===== config.mk =====
export PLATFORM = sky130hd
export DESIGN_NAME = uart_tx_ctrl
export DESIGN_NICKNAME = d
export VERILOG_FILES = /design/src/rtl/uart_tx_ctrl.sv
export SDC_FILE = /design/constraint.sdc
export NUM_CORES = 1
export LEC_CHECK = 0
export BUFFER_PORTS_ARGS = -buffer_cell sky130_fd_sc_hd__buf_4
export CAP_MARGIN = 20
export CORE_UTILIZATION = 40
export DETAILED_ROUTE_END_ITERATION = 8
export PLACE_DENSITY = 0.66
export SETUP_SLACK_MARGIN = 0.15
export SYNTH_ARGS = -nofsm -noshare
export SYNTH_HDL_FRONTEND = slang
export SYNTH_SLANG_ARGS = --single-unit

===== constraint.sdc =====
create_clock -name CLK -period 5.4 [get_ports CLK]
set_input_delay 0.27 -clock CLK [delete_from_list [all_inputs] [get_ports CLK]]
set_output_delay 0.27 -clock CLK [all_outputs]
set_load 0.01 [all_outputs]

===== src/rtl/uart_tx_ctrl.sv =====
// UART transmit controller: accepts a word over a ready/valid handshake and serialises it
// as start, LSB-first data, optional parity and one or two stop bits, one bit per CLK.
module uart_tx_ctrl #(
    parameter int unsigned DATA_WIDTH = 8
) (
    input  logic                  CLK,
    input  logic                  RST,
    input  logic [DATA_WIDTH-1:0] P_DATA,
    input  logic                  Data_valid,
    input  logic                  PAR_EN,
    input  logic                  PAR_TYP,
    input  logic                  STOP2,
    output logic                  ready,
    output logic                  TX_OUT,
    output logic                  busy
);

    localparam int unsigned CntW = $clog2(DATA_WIDTH);
    localparam logic [CntW-1:0] LastBit = CntW'(DATA_WIDTH - 1);

    typedef enum logic [2:0] {
        StIdle   = 3'd0,
        StStart  = 3'd1,
        StData   = 3'd2,
        StParity = 3'd3,
        StStop   = 3'd4
    } state_e;

    state_e                state_q, state_d;
    logic [DATA_WIDTH-1:0] shift_q, shift_d;
    logic [CntW-1:0]       cnt_q, cnt_d;
    logic                  stop_cnt_q, stop_cnt_d;
    logic                  par_en_q, par_en_d;
    logic                  stop2_q, stop2_d;
    logic                  parity_q, parity_d;
    logic                  tx_q, tx_d;
    logic                  busy_q, busy_d;
    logic                  last_stop;
    logic                  accept;

    assign last_stop = !stop2_q || stop_cnt_q;
    assign ready     = (state_q == StIdle) || ((state_q == StStop) && last_stop);
    assign accept    = Data_valid && ready;
    assign TX_OUT    = tx_q;
    assign busy      = busy_q;

    always_comb begin
        state_d    = state_q;
        shift_d    = shift_q;
        cnt_d      = cnt_q;
        stop_cnt_d = stop_cnt_q;
        par_en_d   = par_en_q;
        stop2_d    = stop2_q;
        parity_d   = parity_q;
        tx_d       = 1'b1;

        if (accept) begin
            shift_d  = P_DATA;
            par_en_d = PAR_EN;
            stop2_d  = STOP2;
            parity_d = (^P_DATA) ^ PAR_TYP;
        end

        case (state_q)
            StIdle: begin
                if (accept) state_d = StStart;
            end
            StStart: begin
                state_d = StData;
                cnt_d   = '0;
            end
            StData: begin
                if (cnt_q == LastBit) begin
                    cnt_d      = '0;
                    stop_cnt_d = 1'b0;
                    state_d    = par_en_q ? StParity : StStop;
                end else begin
                    cnt_d   = cnt_q + 1'b1;
                    shift_d = shift_q >> 1;
                end
            end
            StParity: begin
                state_d    = StStop;
                stop_cnt_d = 1'b0;
            end
            StStop: begin
                if (last_stop) begin
                    state_d    = accept ? StStart : StIdle;
                    stop_cnt_d = 1'b0;
                end else begin
                    stop_cnt_d = 1'b1;
                end
            end
            default: state_d = StIdle;
        endcase

        // Line level is registered, so it is derived from the state being entered.
        case (state_d)
            StStart:  tx_d = 1'b0;
            StData:   tx_d = shift_d[0];
            StParity: tx_d = parity_q;
            default:  tx_d = 1'b1;
        endcase
        busy_d = (state_d != StIdle);
    end

    always_ff @(posedge CLK) begin
        if (!RST) begin
            state_q    <= StIdle;
            shift_q    <= '0;
            cnt_q      <= '0;
            stop_cnt_q <= 1'b0;
            par_en_q   <= 1'b0;
            stop2_q    <= 1'b0;
            parity_q   <= 1'b0;
            tx_q       <= 1'b1;
            busy_q     <= 1'b0;
        end else begin
            state_q    <= state_d;
            shift_q    <= shift_d;
            cnt_q      <= cnt_d;
            stop_cnt_q <= stop_cnt_d;
            par_en_q   <= par_en_d;
            stop2_q    <= stop2_d;
            parity_q   <= parity_d;
            tx_q       <= tx_d;
            busy_q     <= busy_d;
        end
    end

endmodule


Yosys cells after proc, flatten, opt, wreduce, memory -nomap -nowiden
Cells that the tools add are included.

Bits in registers: 20. Latch bits: 0. Memory bits (writable): 0. ROM bits: 0. Input port bits: 14. Output and inout port bits: 3. Word-level logic and storage cells: 46. Memories kept: 0.

Add/sub/neg operators: 1. $mul: 0. Divide/modulo/power cells: 0. Magnitude comparators: 0. Equality and inequality tests: 9. Shift-type cells: 0. Mux-type cells: 15. Bitwise logic cells: 1. Reductions and logical operators: 11.

Operator list (count): 8-bit two-way mux (3); 3-bit two-way mux (5); 3-bit case mux with 5 select lines (1); 3-bit by 2-bit == test with 1-bit output (second input constant) (4); 8-bit XOR reduction (1); 3-bit by 1-bit == test with 1-bit output (second input constant) (2); 3-bit == test (second input constant) (2); 1-bit case mux with 3 select lines (2); 3-bit case mux with 2 select lines (1); 3-bit nonzero test (2); 3-bit by 1-bit adder with 3-bit output (second input constant) (1); 3-bit logical NOT (1); 1-bit two-way mux (3); 1-bit logical AND (2); 1-bit logical OR (2); 2-bit inequality test (second input constant) (1); 2-bit AND reduction (1); 2-bit nonzero test (1); 1-bit logical NOT (1); 1-bit bitwise XOR (1).

Depth between registers and ports, before layout
Depth in word-level cells: 10. Mapped depth: 7.

Worst setup path before layout
No wires, ideal clock.

Kind: register -> register. Start: register cnt_q[0]. End: register tx_q (netlist: TX_OUT). Library setup time: 0.126 ns. Data arrival time: 1.608 ns. Path slack: 3.666 ns. Stages on the path, launching flop included: 8. Path buffers: 0. Cells stage by stage: dfxtp_1 ha_1 ha_1 nor2b_1 or3b_1 a21oi_1 nor3b_1 a22oi_1.

Cells in the longest elaborated chain, start to end: 5. Elaborated cells on any way between the ends: 9. Those cells by class: eq/ne (4); mux (5).

RTL lines: from (decl) (RTL line 31) `logic [CntW-1:0] cnt_q, cnt_d;`; from (signal assigned) (RTL line 121) `cnt_q <= cnt_d;`; 3-bit == test * (RTL line 73) `if (cnt_q == LastBit) begin`; 3-bit two-way mux (RTL line 73); 3-bit case mux with 5 select lines (RTL line 64) `case (state_q)`; 3-bit by 2-bit == test with 1-bit output or 3-bit by 1-bit == test with 1-bit output (tied branches) (RTL line 98) `case (state_d)`; 1-bit case mux with 3 select lines * (RTL line 98); to (signal assigned) (RTL line 126) `tx_q <= tx_d;`; to (decl) (RTL line 36) `logic tx_q, tx_d;`.

Every way passes the cells marked *; elsewhere a longest branch is shown, timed or not. A chain may end at the register's enable or synchronous reset.

Final worst setup path
Ends and elaborated chain as after synthesis.

==> qor.csv <==
stage,metric,value,unit
setup_path,most frequent cell on the critical path,ha_1,
grt,initial antenna violation count,0,
detailed_routing,final wirelength,1870,µm
setup_path,critical path type,flip-flop to flip-flop,
cts,post-CTS setup buffers,0,
logic_synthesis,synthesized instance count,111,
setup_path,CP Cell Sequence,ha_1 > ha_1 > nor2b_1 > or3b_1 > a21oi_1 > nor3b_1 > a22oi_1,
cells_and_area,area grow syn2layout,14.7,%
die,core footprint,0.00230,mm²
placed_design,DPL Wire Length,1410,µm
setup_path,CP max FO,4,
cells_and_area,fin util,50.9,%
logic_synthesis,"Seq/Total Area, Yosys",39.3,%
worst_hold_path,HP Class,input port to flip-flop,
detailed_routing,routed len/inst,12.1,µm
cts,CTS Root Cell,clkbuf_4,
logic_synthesis,top post-synthesis cells by area,"dfxtp_1, mux2i_1, nor2_1",
setup_path,R2R Setup Slk,3.45,ns
placed_design,IO buf count,16,
cts,TritonCTS clock tree,built,
cts,number of CTS-inserted buffers,3,
timing,TNS Setup,0,ns
logic_synthesis,dominant cell type by area after synthesis,dfxtp_1,
grt,vias in the first global route,742,
detailed_routing,via count,781,
cells_and_area,Final #Nets,143,
timing,Final period util,36.1,%
detailed_routing,Post-DRT Antenna Nets,0,
logic_synthesis,synthesized area,0.00102,mm²
worst_hold_path,Hold Path End,stop2_q,
placed_design,gpl congestion,0.771,
cts,Skew-Pair Late Insertion Delay,0.31,ns
logic_synthesis,Synth Area per Inst,9.18,µm²
cts,Clock Pin Slew Worst Setup and Hold Paths,0.11,ns
detailed_routing,number of remaining DRC errors,0,
run,Max-cap violations,0,
power_and_ir_drop,P per Cell Area,273,mW/mm²
die,num ports,17,
timing,Worst-Margin Slew,0.469,ns
setup_path,Max stage delay on crit path,0.34,ns
setup_path,r2r startpoint,cnt_q[0],
cells_and_area,share of layout cells above drive strength 1,18.3,%
setup_path,worst r2r dst,TX_OUT,
cells_and_area,Antenna diodes,0,
power_and_ir_drop,Leak,0.519,nW
timing,Tmin final,1.95,ns
timing,fin. max-slew vios,0,
setup_path,Worst Path Required,5.59,ns
cts,CTS sink count,20,
timing,"Setup violations, final",0,
grt,pin count of the biggest net entering global routing,16,
timing,Fmax achieved,513,MHz
detailed_routing,router iterations before antenna repair,4,
timing,Fin. Hold Viols,0,
die,chip height,52.5,µm
cells_and_area,"commonest cells after routing, fill and taps aside","dfxtp_1, nor2_1, buf_4",
logic_synthesis,"Warnings, synthesis",0,
grt,first-pass GRT wire length,3260,µm
die,Rows,17,
grt,GRT overflow,0,
cts,cts repair resizes,0,
worst_hold_path,hold depth,3,
logic_synthesis,"FF+latch count, synth",20,
setup_path,crit path launch type,flip-flop,
timing,RSZ-0062 raised after global routing,no,
logic_synthesis,area share of the largest cell type after synthesis,39.3,%
power_and_ir_drop,maximum VDD drop,230,µV
cells_and_area,"commonest non-fill, non-tap cell in the layout",dfxtp_1,
cts,cts hold-fix bufs,0,
detailed_routing,Via density,5.07,
die,Initial Util,44.3,%
grt,Total GRT Usage,16.2,%
setup_path,WP data arrival,2.15,ns
worst_hold_path,Hold Crit Start,STOP2,
cts,CTS Buffer Depth,2,
setup_path,CP max-delay cell,dfxtp_1,
timing,final setup skew,0.00351,ns
detailed_routing,1st-iter DRT viols,12,
setup_path,reg2reg path depth,7,
timing,Rel. slew slack,68.7,%
die,die outline width,52.5,µm
logic_synthesis,"Distinct cells, synth",29,
outcome,status,completed,
logic_synthesis,Post-Syn Nets,127,
setup_path,Worst Setup End Kind,flip-flop,
die,Die ar.,0.00275,mm²
cts,H-tree Lvls,1,
==> critical path, delay by kind of cell (launching register included) <==
kind / cells / cell delay, ns
simple gates: 3 / 0.73
fa+ha+maj: 2 / 0.42
compound gates: 2 / 0.36
flops: 1 / 0.34
==> Yosys cell counts <==
cell	count
a211oi_1	6
a21oi_1	5
a22oi_1	1
a2bb2oi_1	3
and2_1	3
and3_1	1
and3b_2	1
buf_12	1
buf_2	2
buf_4	1
clkbuf_1	1
dfxtp_1	20
ha_1	2
inv_1	5
mux2i_1	9
nand2_1	7
nand2b_1	1
nand3_1	4
nand3b_4	1
nor2_1	16
nor2b_1	3
nor3_2	1
nor3b_1	1
o21ai_0	5
o22a_1	3
or3b_1	1
xnor2_1	4
xnor3_1	1
xor2_1	2
==> cell type report <==
type,count,area (µm²)
Clock buffer,4,36.3
Fill cell,222,1130
Inverter,5,18.8
Multi-Input combinational cell,81,558
Sequential cell,20,400
Tap cell,28,35.0
Timing Repair Buffer,16,120
==> per-layer routing <==
metal / global-route usage [%] / share of wire [%] / vias to the layer above
met2: 25.3 / 44 / 11
met3: 5.51 / 3.7 / 4
met1: 20.7 / 51 / 352
li1: - / - / 414
met4: 5.26 / 1.3 / 0
met5: 0 / 0 / -
==> state kept, by name, summed over array words and instances (netlist names) <==
| name | count |
|---|---|
| par_en_q | 1 |
| parity_q | 1 |
| stop2_q | 1 |
| state_q | 3 |
| busy | 1 |
| shift_q | 8 |
| stop_cnt_q | 1 |
| TX_OUT | 1 |
| cnt_q | 3 |
==> worst max-delay path by stage <==
stage,start,end,depth (start not counted)
after detailed placement,cnt_q[0],TX_OUT,7
final,cnt_q[0],TX_OUT,7
after floorplan,cnt_q[0],TX_OUT,7
after global routing,state_q[1],TX_OUT,5
after global placement,cnt_q[0],TX_OUT,7
after CTS,cnt_q[0],TX_OUT,7
==> kinds of logic (layout without fill, tap and decap cells) <==
kind of cell	Yosys count	count (layout)	synth area share, %
AO/OA/AOI/OAI	23	23	15.2
XOR/XNOR	7	7	7.37
adder cells (fa/ha/maj)	2	2	2.46
buffers and inverters	10	25	5.90
flip-flops	20	20	39.3
multiplexers	9	9	8.85
AND/OR/NAND/NOR	40	40	20.9
==> metrics by stage <==
step	instance area [µm²]	cells	worst slack (ns)	hold WS (ns)	power [mW]
after global placement	1130	150	3.53	0.449	0.235
final	1170	154	3.45	0.187	0.319
after detailed placement	1130	150	3.49	0.448	0.237
after global routing	1170	154	3.31	0.207	0.338
after CTS	1170	154	3.45	0.183	0.323
after floorplan	1020	111	3.67	0.384	0.219
==> report_power, final <==
group          switching [mW]  internal, mW
clock                  0.0454        0.0412
combinational          0.0302        0.0350
sequential            0.00823         0.159
No activity file was read; power rests on OpenSTA's default activity.
